<file path="src/rtl/dmem_pkg.sv">
// Shared types and constants for the data-memory port controller.
package dmem_pkg;

    // Transaction state: idle, request outstanding on the bus, completion cycle.
    typedef enum logic [1:0] {
        IDLE = 2'd0,
        REQ  = 2'd1,
        DONE = 2'd2
    } dm_state_e;

    // access_size encodings; 2'b11 is reserved and handled as a word.
    localparam logic [1:0] SZ_BYTE = 2'b00;
    localparam logic [1:0] SZ_HALF = 2'b01;
    localparam logic [1:0] SZ_WORD = 2'b10;

    localparam int unsigned DEFAULT_TIMEOUT = 255;

endpackage

</file>
<file path="src/rtl/dmem_lane_gen.sv">
// Big-endian byte-lane generator: byte enables, replicated store data and
// store-misalignment detection from the low address bits and access size.
module dmem_lane_gen
    import dmem_pkg::*;
(
    input  logic [1:0]  addr_lo,
    input  logic [1:0]  size,
    input  logic        write,
    input  logic [31:0] wdata_in,
    output logic [3:0]  be,
    output logic [31:0] wdata,
    output logic        misalign
);

    // Reads always fetch the full word; stores enable only the addressed lanes.
    always_comb begin
        be       = 4'b1111;
        wdata    = 32'h0;
        misalign = 1'b0;
        if (write) begin
            unique case (size)
                SZ_BYTE: begin
                    // be[3] is byte offset 0, so the lane walks downward.
                    be    = 4'b1000 >> addr_lo;
                    wdata = {4{wdata_in[7:0]}};
                end
                SZ_HALF: begin
                    be       = addr_lo[1] ? 4'b0011 : 4'b1100;
                    wdata    = {2{wdata_in[15:0]}};
                    misalign = addr_lo[0];
                end
                default: begin
                    // SZ_WORD and the reserved code.
                    be       = 4'b1111;
                    wdata    = wdata_in;
                    misalign = |addr_lo;
                end
            endcase
        end
    end

endmodule

</file>
<file path="src/rtl/dmem_port.sv">
// Data-memory port controller: turns a MEM-stage read/write request into one
// handshaked word-aligned bus transaction, stalling the pipeline until done.
module dmem_port
    import dmem_pkg::*;
#(
    parameter int unsigned TIMEOUT = DEFAULT_TIMEOUT
) (
    input  logic        CLK,
    input  logic        RESET,
    input  logic        MemRead_2DM,
    input  logic        MemWrite_2DM,
    input  logic [31:0] data_address_2DM,
    input  logic [31:0] data_write_2DM,
    input  logic [1:0]  access_size,
    output logic [31:0] data_read_fDM,
    output logic        Stall_DM,
    output logic        dm_fault,
    output logic        bus_req,
    output logic        bus_we,
    output logic [31:0] bus_addr,
    output logic [3:0]  bus_be,
    output logic [31:0] bus_wdata,
    input  logic        bus_ack,
    input  logic        bus_err,
    input  logic [31:0] bus_rdata
);

    // Last REQ cycle count value before giving up.
    localparam logic [7:0] TMO_LAST = 8'(TIMEOUT - 1);

    dm_state_e   state_q, state_d;
    logic [7:0]  cnt_q, cnt_d;
    logic        flt_q, flt_d;
    logic [31:0] data_q, data_d;
    logic        we_q;
    logic [31:0] addr_q, wdata_q;
    logic [3:0]  be_q;

    logic [3:0]  lane_be;
    logic [31:0] lane_wdata;
    logic        lane_misalign;
    logic        request, req_bad, launch;

    dmem_lane_gen u_lane_gen (
        .addr_lo  (data_address_2DM[1:0]),
        .size     (access_size),
        .write    (MemWrite_2DM),
        .wdata_in (data_write_2DM),
        .be       (lane_be),
        .wdata    (lane_wdata),
        .misalign (lane_misalign)
    );

    assign request = MemRead_2DM | MemWrite_2DM;
    assign req_bad = (MemRead_2DM & MemWrite_2DM) | lane_misalign;
    assign launch  = (state_q == IDLE) && request && !req_bad;

    // State, timeout counter, fault flag and bus/read-data registers.
    always_ff @(posedge CLK or posedge RESET) begin
        if (RESET) begin
            state_q <= IDLE;
            cnt_q   <= 8'h0;
            flt_q   <= 1'b0;
            data_q  <= 32'h0;
            we_q    <= 1'b0;
            addr_q  <= 32'h0;
            be_q    <= 4'h0;
            wdata_q <= 32'h0;
        end else begin
            state_q <= state_d;
            cnt_q   <= cnt_d;
            flt_q   <= flt_d;
            data_q  <= data_d;
            if (launch) begin
                we_q    <= MemWrite_2DM;
                addr_q  <= {data_address_2DM[31:2], 2'b00};
                be_q    <= lane_be;
                wdata_q <= lane_wdata;
            end
        end
    end

    // Next state: launch from IDLE, leave REQ on ack or timeout, DONE always returns.
    always_comb begin
        state_d = state_q;
        cnt_d   = cnt_q;
        flt_d   = flt_q;
        data_d  = data_q;
        case (state_q)
            IDLE: begin
                if (launch) begin
                    state_d = REQ;
                    cnt_d   = 8'h0;
                    flt_d   = 1'b0;
                end
            end
            REQ: begin
                if (bus_ack) begin
                    state_d = DONE;
                    flt_d   = bus_err;
                    if (!we_q) data_d = bus_err ? 32'h0 : bus_rdata;
                end else if (cnt_q == TMO_LAST) begin
                    state_d = DONE;
                    flt_d   = 1'b1;
                    if (!we_q) data_d = 32'h0;
                end else begin
                    cnt_d = cnt_q + 8'h1;
                end
            end
            DONE:    state_d = IDLE;
            default: state_d = IDLE;
        endcase
    end

    // Outputs: stall covers the launch cycle and REQ; faults pulse in IDLE or DONE.
    always_comb begin
        Stall_DM = 1'b0;
        dm_fault = 1'b0;
        bus_req  = 1'b0;
        case (state_q)
            IDLE: begin
                if (request) begin
                    if (req_bad) dm_fault = 1'b1;
                    else         Stall_DM = 1'b1;
                end
            end
            REQ: begin
                bus_req  = 1'b1;
                Stall_DM = 1'b1;
            end
            DONE:    dm_fault = flt_q;
            default: ;
        endcase
    end

    assign data_read_fDM = data_q;
    assign bus_we        = we_q;
    assign bus_addr      = addr_q;
    assign bus_be        = be_q;
    assign bus_wdata     = wdata_q;

endmodule

</file>
<file path="config.mk">
export PLATFORM = sky130hd
export DESIGN_NAME = dmem_port
export DESIGN_NICKNAME = d
export VERILOG_FILES = /design/src/rtl/dmem_pkg.sv /design/src/rtl/dmem_lane_gen.sv /design/src/rtl/dmem_port.sv
export SDC_FILE = /design/constraint.sdc
export NUM_CORES = 1
export LEC_CHECK = 0
export ABC_CLOCK_PERIOD_IN_PS = 5700
export CORE_ASPECT_RATIO = 0.7
export CORE_MARGIN = 5
export CORE_UTILIZATION = 45
export CTS_CLUSTER_DIAMETER = 30
export CTS_CLUSTER_SIZE = 24
export DETAILED_ROUTE_END_ITERATION = 8
export PLACE_DENSITY = 0.89
export SLEW_MARGIN = 20
export SYNTH_ARGS = -nofsm -noshare
export SYNTH_HDL_FRONTEND = slang
export SYNTH_SLANG_ARGS = --single-unit
</file>
<file path="constraint.sdc">
create_clock -name CLK -period 5.7 [get_ports CLK]
set_input_delay 0.855 -clock CLK [delete_from_list [all_inputs] [get_ports CLK]]
set_output_delay 0.855 -clock CLK [all_outputs]
set_load 0.03 [all_outputs]
</file>
==> out/results.ini, run 1 <==
[setup_path]
path_buf_inv=2
max_stage_delay_ps=940
crit_path_frequent_cell=clkdlybuf4s50_1
reg2reg_slack_ps=3630
cp-start-kind=primary input
cp-end-kind=output port
crit_fanout=22
cp_data_required_time_ps=4850
rr_endpoint=bus_addr[16]
cp_slowest_cell=clkdlybuf4s50_1
cp_data_arrival_time_ps=3450
reg2regPathDepth=4
timing.rr.start=state_q[1]
crit_chain=clkdlybuf4s50_1 -> a21oi_4 -> o2111ai_4 -> and2_1 -> nand2_1 -> clkdlybuf4s50_1
cp_top_family=buffers and inverters
crit_type=primary input to output port

[sta]
whs_ps=478
slew_viol_final=0
finalHoldViolations=0
setup_viol=0
period_needed_ps=4300
rsz0062_at_grt=false
min_period_over_period_pct=75.5
setup_ws_ps=1400
worst_pin_slew_ps=810
slew_headroom_pct=45.8
setup_tns_ps=0
max_freq_mhz=232
clock-skew-final_ps=4.74

[synthesis]
ys_warn_count=0
yosys_most_used_dff=dfrtp_1
synthesis.area_um2=4740
synth_edf_count=0
postSynthCellCount=362
synth-seq-area-share_pct=58.1
synth.distinct_cells=47
async_reset_ff_share_pct=100
ys_ff_latch=110
syn_area_per_cell_um2=13.1

[hold_path]
hp-start=bus_wdata[9]
whs_endpoint=bus_wdata[9]
hold_path.class=register to register
holdPathStages=1

[clock_tree]
clk_pin_slew_ps=70
clkSinkCount=110
clockBufferDepth=2
cts_setup_buffers=0
hold_buffers=0
clockRootBuffer=clkbuf_16
numCtsBuffers=9
h-tree-depth=3
post_cts_resized=0
clock_latency_ps=330
cts_tree=done

[global_route]
overflow=0
grt_usage_pct=20.8
antenna_found_initial=0
grt_max_degree=61
grt_first_pass_wirelength_mm=20.8
grt_pass1_vias=3822

[die]
core-area_um2=10300
ios=208
dieArea_um2=12700
core.rowCount=31
die_width_um=133
initial_utilization_pct=45.9
die_h_um=95.8

[drt]
drt_iter0_markers=254
wl_per_cell_um=19.0
ant_nets=0
firstDrtPassIters=4
avgViaCountPerCell=5.31
num_vias=3677
totalWireLength_mm=13.2
drc=0

[cells_and_area]
area_delta_synth_final_pct=49.8
fill_cells=750
nets=662
final_cell_area_um2=7090
drive_gt1_share_pct=11.2
n_antenna_cell=0

[pwr]
p_leak_nw=3.12
power_w=0.00329
peakVddDrop_uv=292
p_per_area_nw_per_um2=463

[place]
dp_hpwl_mm=9.98
routabilityCongestion=0.827
placed_cell_area_um2=6820
place_ws_ps=1430
io_buffers=205

[outcome]
status=complete, no violations

[flow_run]
maxCapViolCount=0

==> state kept, by name (all words and copies together) (netlist names) <==
register	count
state_q	2
bus_wdata	32
bus_be	4
cnt_q	8
bus_we	1
flt_q	1
bus_addr	30
data_read_fDM	32
==> Yosys cell counts (4+ instances only) <==
library cell / n / area (µm²)
dfrtp_1: 110 / 2750
a22o_1: 48 / 420
mux2_2: 26 / 293
mux2i_1: 25 / 250
nand2_1: 17 / 63.8
o21ai_0: 12 / 60.1
a21o_1: 11 / 82.6
buf_2: 10 / 50.1
nor3b_1: 9 / 67.6
buf_4: 8 / 60.1
o2bb2ai_1: 8 / 70.1
inv_1: 7 / 26.3
nor2_1: 7 / 26.3
nand3_1: 5 / 25.0
a21oi_1: 4 / 20.0
buf_6: 4 / 45.0
clkbuf_1: 4 / 15.0
mux2_4: 4 / 60.1
==> cell families (layout without fill, tap and decap cells) <==
| family | count (synthesis) | after routing | synth area share [%] |
|---|---|---|---|
| buffers and inverters | 34 | 232 | 4.23 |
| and+or+nand+nor | 60 | 60 | 7.16 |
| other | 1 | 2 | 0.0792 |
| DFF | 110 | 110 | 58.1 |
| AOI/OAI and AO/OA | 100 | 100 | 17.2 |
| muxes | 55 | 55 | 12.7 |
| adders and majority gates | 2 | 2 | 0.528 |
==> layout by cell type, fill, tap and decap left out, drive strengths merged, types with 8 or more instances in the layout <==
master / n
a21o: 11
a22o: 48
clkbuf: 11
clkdlybuf4s50: 205
dfrtp: 110
inv: 8
mux2: 30
mux2i: 25
nand2: 18
nor2: 10
nor3b: 9
o21ai: 16
o2bb2ai: 8
==> power breakdown <==
part	switching, W	internal [W]
logic	0.000832	0.000698
registers	0.000156	0.00104
clock network	0.000266	0.000297
total	0.00125	0.00203
==> worst max-delay path by stage <==
stage | from | end | slack (ps) | depth (start not counted)
2_1_floorplan | RESET | bus_addr[10] | 1940 | 1
6_report | access_size[0] | Stall_DM | 1400 | 6
3_3_place_gp | access_size[0] | Stall_DM | 1500 | 6
3_5_place_dp | access_size[0] | Stall_DM | 1430 | 6
4_1_cts | access_size[0] | Stall_DM | 1410 | 6
5_1_grt | access_size[0] | Stall_DM | 1270 | 6
==> cell type report <==
type	instances	area, µm²	share of cell area (%)
multi-input combinational	219	1800	25.4
inverter	8	32.5	0.459
tap	132	165	2.33
sequential	110	2750	38.8
clock buffer	11	233	3.28
clock inverter	5	36.3	0.511
timing repair buffer	208	2070	29.2
==> metrics by stage <==
stage	utilization [%]	std cells
5_1_grt	68.8	693
3_3_place_gp	66.1	677
4_1_cts	68.7	693
3_5_place_dp	66.1	677
2_1_floorplan	-	363
6_report	68.8	693
==> worst reg2reg max path: cells and delay by family (launching register included) <==
| family | cells | cell delay (ps) |
|---|---|---|
| mux | 1 | 420 |
| compound gates | 1 | 360 |
| flops | 1 | 430 |
| simple gates | 2 | 750 |
==> metal layers <==
layer	track usage, %	vias to the layer above	routed length [µm]
met5	0	-	0
met4	6.66	0	260
met3	6.74	18	993
met2	33.8	138	6210
met1	26.7	1804	5720
li1	-	1717	-
(Power assumes the default switching activity.)
==> inputs of run 2 (changes only) <==
--- a/config.mk
+++ b/config.mk
@@ -5,14 +5,14 @@
 export SDC_FILE = /design/constraint.sdc
 export NUM_CORES = 1
 export LEC_CHECK = 0
-export ABC_CLOCK_PERIOD_IN_PS = 5700
+export ABC_CLOCK_PERIOD_IN_PS = 3710
 export CORE_ASPECT_RATIO = 0.7
 export CORE_MARGIN = 5
-export CORE_UTILIZATION = 45
+export CORE_UTILIZATION = 38
 export CTS_CLUSTER_DIAMETER = 30
 export CTS_CLUSTER_SIZE = 24
 export DETAILED_ROUTE_END_ITERATION = 8
-export PLACE_DENSITY = 0.89
+export PLACE_DENSITY = 0.8
 export SLEW_MARGIN = 20
 export SYNTH_ARGS = -nofsm -noshare
 export SYNTH_HDL_FRONTEND = slang
==> constraint.sdc (replaced) <==
create_clock -name CLK -period 3.71 [get_ports CLK]
set_input_delay 0.5565 -clock CLK [delete_from_list [all_inputs] [get_ports CLK]]
set_output_delay 0.5565 -clock CLK [all_outputs]
set_load 0.03 [all_outputs]
==> run 2 against run 1 <==
Net effect:
- register-to-register slack worse by 1900 ps
- sequential share of layout area is 0.54 points lower
- clock power is 63% higher
- power increased by 55%
- largest power group unchanged
==> out/results.ini, run 2 (same netlist as run 1, synthesis figures left out) <==
[setup_path]
crit_type=primary input to output port
crit_fanout=12  ; -45%
cp_top_family=buffers and inverters
cp-start-kind=primary input
crit_path_frequent_cell=clkdlybuf4s50_1
crit_chain=clkdlybuf4s50_1 -> nand3b_1 -> and2_1 -> nand2_1 -> clkdlybuf4s50_1
crit_start=MemWrite_2DM
cp-end-kind=output port
cp_data_required_time_ps=3150  ; -1700 ps
cp_data_arrival_time_ps=2550  ; -900 ps
timing.rr.start=state_q[1]
path_buf_inv=2  ; unchanged
cp_slowest_cell=clkdlybuf4s50_1
max_stage_delay_ps=680  ; -260 ps

[place]
io_buffers=205  ; unchanged
routabilityCongestion=0.837  ; +1.2%
dp_hpwl_mm=9.72  ; -2.5%
place_ws_ps=622  ; -812 ps
placed_cell_area_um2=6910  ; +1.2%

[die]
core.rowCount=34  ; +9.7%
ios=208  ; unchanged
initial_utilization_pct=38.5  ; -7.4 points
die_h_um=103  ; +7.9%
core-area_um2=12300  ; +19%
die_width_um=143  ; +8.2%
dieArea_um2=14800  ; +17%

[hold_path]
hold_path.class=register to register
hp-start=bus_wdata[11]

[sta]
setup_viol=0  ; unchanged
setup_ws_ps=604  ; -791 ps
worst_pin_slew_ps=770  ; -40.8 ps
period_needed_ps=3110
setup_tns_ps=0  ; unchanged
slew_viol_final=0  ; unchanged
rsz0062_at_grt=false
slew_headroom_pct=48.5  ; +2.8 points
finalHoldViolations=0  ; unchanged
max_freq_mhz=322
clock-skew-final_ps=7.50  ; +2.75 ps
min_period_over_period_pct=83.7

[pwr]
seqPwrFrac_pct=35.8  ; -0.5 points
internal_power_w=0.00317  ; +56%
p_leak_nw=3.16  ; +1.2%
p_sw_w=0.00194  ; +54%
pwr-share-comb_pct=46.2  ; -0.4 points
peakVddDrop_uv=469  ; +61%
netSwitchingFraction_pct=37.9  ; -0.24 points
p_per_area_nw_per_um2=709  ; +53%
clock_power_share_pct=18.0  ; +0.9 points

[clock_tree]
numCtsBuffers=9  ; unchanged
cts_setup_buffers=0  ; unchanged
hold_buffers=0  ; unchanged
cts_tree=done
clockBufferDepth=2  ; unchanged
clockRootBuffer=clkbuf_16
clk_pin_slew_ps=70  ; about the same
clock_latency_ps=340  ; about the same
h-tree-depth=3  ; unchanged
post_cts_resized=0  ; unchanged
clkSinkCount=110  ; unchanged

[drt]
drt_iter0_markers=183  ; -28%
totalWireLength_mm=13.4  ; +1.5%
ant_nets=0  ; unchanged
num_vias=3702  ; +0.68%
drc=0  ; unchanged
wl_per_cell_um=18.4  ; -3.3%
firstDrtPassIters=4  ; unchanged
avgViaCountPerCell=5.09  ; -4.0%

[global_route]
grt_max_degree=111  ; +82%
grt_pass1_vias=3817  ; -0.13%
antenna_found_initial=0  ; unchanged
grt_first_pass_wirelength_mm=20.7  ; -0.47%
grt_usage_pct=17.7  ; -3.1 points
overflow=0  ; unchanged

[cells_and_area]
fin_util_pct=58.5  ; -10 points
final_cell_area_um2=7190  ; +1.4%
drive_gt1_share_pct=12.0  ; +0.81 points
nets=666  ; +0.60%
fill_cells=951  ; +27%
layout_common_cells=clkdlybuf4s50_1, dfrtp_1, a22o_1
area_delta_synth_final_pct=51.9
final_common_cell=clkdlybuf4s50_1
n_antenna_cell=0  ; unchanged

[outcome]
status=complete, no violations

[flow_run]
maxCapViolCount=0  ; unchanged

run 2: cell type report:
type | instances | area [µm²] | area share [%]
multi-input combinational | 219 | 1790 | 24.9
clock inverter | 4 | 31.3 | 0.435
timing repair buffer | 212 | 2130 | 29.6
inverter | 8 | 32.5 | 0.452
sequential | 110 | 2750 | 38.3
clock buffer | 12 | 256 | 3.57
tap | 162 | 203 | 2.82
run 2: layer usage:
layer	vias to the layer above	GRT usage (%)	wire length, µm
li1	1723	-	-
met1	1828	24.6	5950
met2	138	27.8	6110
met3	13	5.19	1140
met4	0	3.76	176
met5	-	0	0
run 2: path summary, 6_finish.rpt:
kind / end / slack, ps / depth (start not counted)
max reg2reg: bus_addr[17] / 1740 / 5
min: bus_wdata[11] / 490 / 1
max in group asynchronous: bus_addr[19] / 2540 / 3
min in group asynchronous: bus_wdata[18] / 710 / 3
max: Stall_DM / 600 / 5
min reg2reg: bus_wdata[11] / 490 / 1
run 2: stage by stage:
stage          total power, W  std cells  hold slack, ps
2_1_floorplan         0.00315        363             445
3_3_place_gp          0.00417        711             461
3_5_place_dp          0.00422        711             473
4_1_cts               0.00517        727             494
5_1_grt               0.00534        727             512
6_report              0.00510        727             491
run 2: power groups by stage:
| stage | clock (W) | combinational [W] | sequential (W) |
|---|---|---|---|
| after floorplan | 0 | 0.000569 | 0.00258 |
| after global placement | 0 | 0.00234 | 0.00182 |
| after detailed placement | 0 | 0.00238 | 0.00184 |
| after CTS | 0.000949 | 0.00239 | 0.00183 |
| after global routing | 0.000990 | 0.00248 | 0.00187 |
| final | 0.000916 | 0.00236 | 0.00183 |
==> inputs of run 3 (changes only) <==
--- a/config.mk
+++ b/config.mk
@@ -5,14 +5,14 @@
 export SDC_FILE = /design/constraint.sdc
 export NUM_CORES = 1
 export LEC_CHECK = 0
-export ABC_CLOCK_PERIOD_IN_PS = 3710
+export ABC_CLOCK_PERIOD_IN_PS = 3100
 export CORE_ASPECT_RATIO = 0.7
 export CORE_MARGIN = 5
-export CORE_UTILIZATION = 38
+export CORE_UTILIZATION = 42
 export CTS_CLUSTER_DIAMETER = 30
 export CTS_CLUSTER_SIZE = 24
 export DETAILED_ROUTE_END_ITERATION = 8
-export PLACE_DENSITY = 0.8
+export PLACE_DENSITY = 0.84
 export SLEW_MARGIN = 20
 export SYNTH_ARGS = -nofsm -noshare
 export SYNTH_HDL_FRONTEND = slang
==> constraint.sdc (replaced) <==
create_clock -name CLK -period 3.1 [get_ports CLK]
set_input_delay 0.465 -clock CLK [delete_from_list [all_inputs] [get_ports CLK]]
set_output_delay 0.465 -clock CLK [all_outputs]
set_load 0.03 [all_outputs]
==> run 3 against run 2 <==
Net effect:
- first-iteration DRC count fell by 30%
- clock power rose by 22%
- setup slack lost 340 ps
- utilization increased by 6.7 points
- non-clock buffer count rose by 1
- clock skew is essentially flat
- via count grew 0.95%
- largest cell class unchanged
- largest power group unchanged
==> out/results.ini, run 3 (same netlist as run 1, synthesis figures left out) <==
[outcome]
status=complete, no violations

[clock_tree]
clkSinkCount=110  ; unchanged
clockRootBuffer=clkbuf_16
clockBufferDepth=2  ; unchanged
h-tree-depth=3  ; unchanged
post_cts_resized=0  ; unchanged
cts_setup_buffers=0  ; unchanged
cts_tree=done
numCtsBuffers=9  ; unchanged
clock_latency_ps=330  ; about the same
hold_buffers=0  ; unchanged
clk_pin_slew_ps=60  ; about the same

[global_route]
use_met3_pct=5.77  ; +0.57 points
grt_usage_pct=20.5  ; +2.8 points
met2_usage_pct=32.1  ; +4.3 points
grt_max_degree=111  ; unchanged
met1_usage_pct=27.8  ; +3.1 points
grt_pass1_vias=3988  ; +4.5%
grt.busiest_layer=met2
grt_first_pass_wirelength_mm=21.8  ; +5.4%
antenna_found_initial=0  ; unchanged
overflow=0  ; unchanged

[cells_and_area]
nets=667  ; +0.15%
layout_common_cells=clkdlybuf4s50_1, dfrtp_1, a22o_1
drive_gt1_share_pct=12.0  ; unchanged
area_delta_synth_final_pct=51.6
final_cell_area_um2=7180  ; -0.17%
n_antenna_cell=0  ; unchanged
final_common_cell=clkdlybuf4s50_1
final_cell_count_no_fill=718  ; -1.2%

[die]
core.rowCount=32  ; -5.9%
die_h_um=98.9  ; -4.4%
die_width_um=137  ; -4.5%
ios=208  ; unchanged
dieArea_um2=13500  ; -8.8%
core-area_um2=11000  ; -10%
initial_utilization_pct=43.0  ; +4.5 points

[drt]
firstDrtPassIters=4  ; unchanged
avgViaCountPerCell=5.20  ; +2.2%
wl_per_cell_um=19.2  ; +4.4%
ant_nets=0  ; unchanged
drt_iter0_markers=128  ; -30%
num_vias=3737  ; +0.95%
drc=0  ; unchanged
totalWireLength_mm=13.8  ; +3.2%

[place]
routabilityCongestion=0.907  ; +8.4%
placed_cell_area_um2=6890  ; -0.22%
dp_hpwl_mm=10.6  ; +9.0%
io_buffers=205  ; unchanged
place_inst=703  ; -1.1%

[sta]
slew_headroom_pct=51.3  ; +2.8 points
max_freq_mhz=352
setup_tns_ps=0  ; unchanged
setup_viol=0  ; unchanged
worst_pin_slew_ps=728  ; -41.4 ps
whs_ps=478  ; -13.1 ps
clock-skew-final_ps=7.75  ; +0.254 ps
period_needed_ps=2840
finalHoldViolations=0  ; unchanged
min_period_over_period_pct=91.5
slew_viol_final=0  ; unchanged
rsz0062_at_grt=false

[pwr]
p_per_area_nw_per_um2=853  ; +20%
p_leak_nw=3.17  ; +0.23%
peakVddDrop_uv=424  ; -9.6%

[setup_path]
cp-end-kind=output port
cp_data_required_time_ps=2630  ; -520 ps
crit_fanout=6  ; -6
crit_type=primary input to output port
cp_data_arrival_time_ps=2370  ; -180 ps
cp-start-kind=primary input

[flow_run]
maxCapViolCount=0  ; unchanged

[hold_path]
hold_path.class=register to register

[run 3: area by class of cell]
class | instances | area, µm²
clock buffers | 11 | 243
clock inverters | 4 | 47.5
fillers | 807 | 3830
inverters | 8 | 33.8
multi-input cells | 219 | 1790
flip-flops and latches | 110 | 2750
well taps | 153 | 191
repair buffers | 213 | 2120
[run 3: where the power goes]
part           internal [W]  switching (W)  total (W)
sequential          0.00191       0.000276    0.00218
clock              0.000642       0.000474    0.00112
combinational       0.00129        0.00154    0.00283
total               0.00384        0.00229    0.00612
[run 3: metrics by stage]
stage | total power (W) | worst slack [ps] | utilization, %
final | 0.00612 | 263 | 65.2
after global routing | 0.00642 | 189 | 65.2
after CTS | 0.00620 | 271 | 65.2
after detailed placement | 0.00505 | 282 | 62.6
after global placement | 0.00499 | 331 | 62.6
after floorplan | 0.00376 | 1020 | -
[run 3: critical path, cell delays in order]
cell and delay [ps]:
clkdlybuf4s50_1 550, nor2_2 220, o2111ai_4 160, and2_1 200
nand2_1 90, clkdlybuf4s50_1 690
[run 3: worst paths after layout]
path,from,end,slack [ps],cells after the start
hold / removal,bus_wdata[15],bus_wdata[15],480,1
min in group asynchronous,RESET,bus_wdata[25],670,3
hold reg to reg,bus_wdata[15],bus_wdata[15],480,1
setup / recovery,data_address_2DM[0],Stall_DM,260,6
setup reg to reg,state_q[1],bus_addr[7],1140,5
max in group asynchronous,RESET,bus_addr[20],2020,3
[run 3: per-layer routing]
layer / wire, µm / part of all wire, %
met5: 0 / 0
met2: 6450 / 47
met1: 5830 / 42
met4: 312 / 2.3
met3: 1200 / 8.7
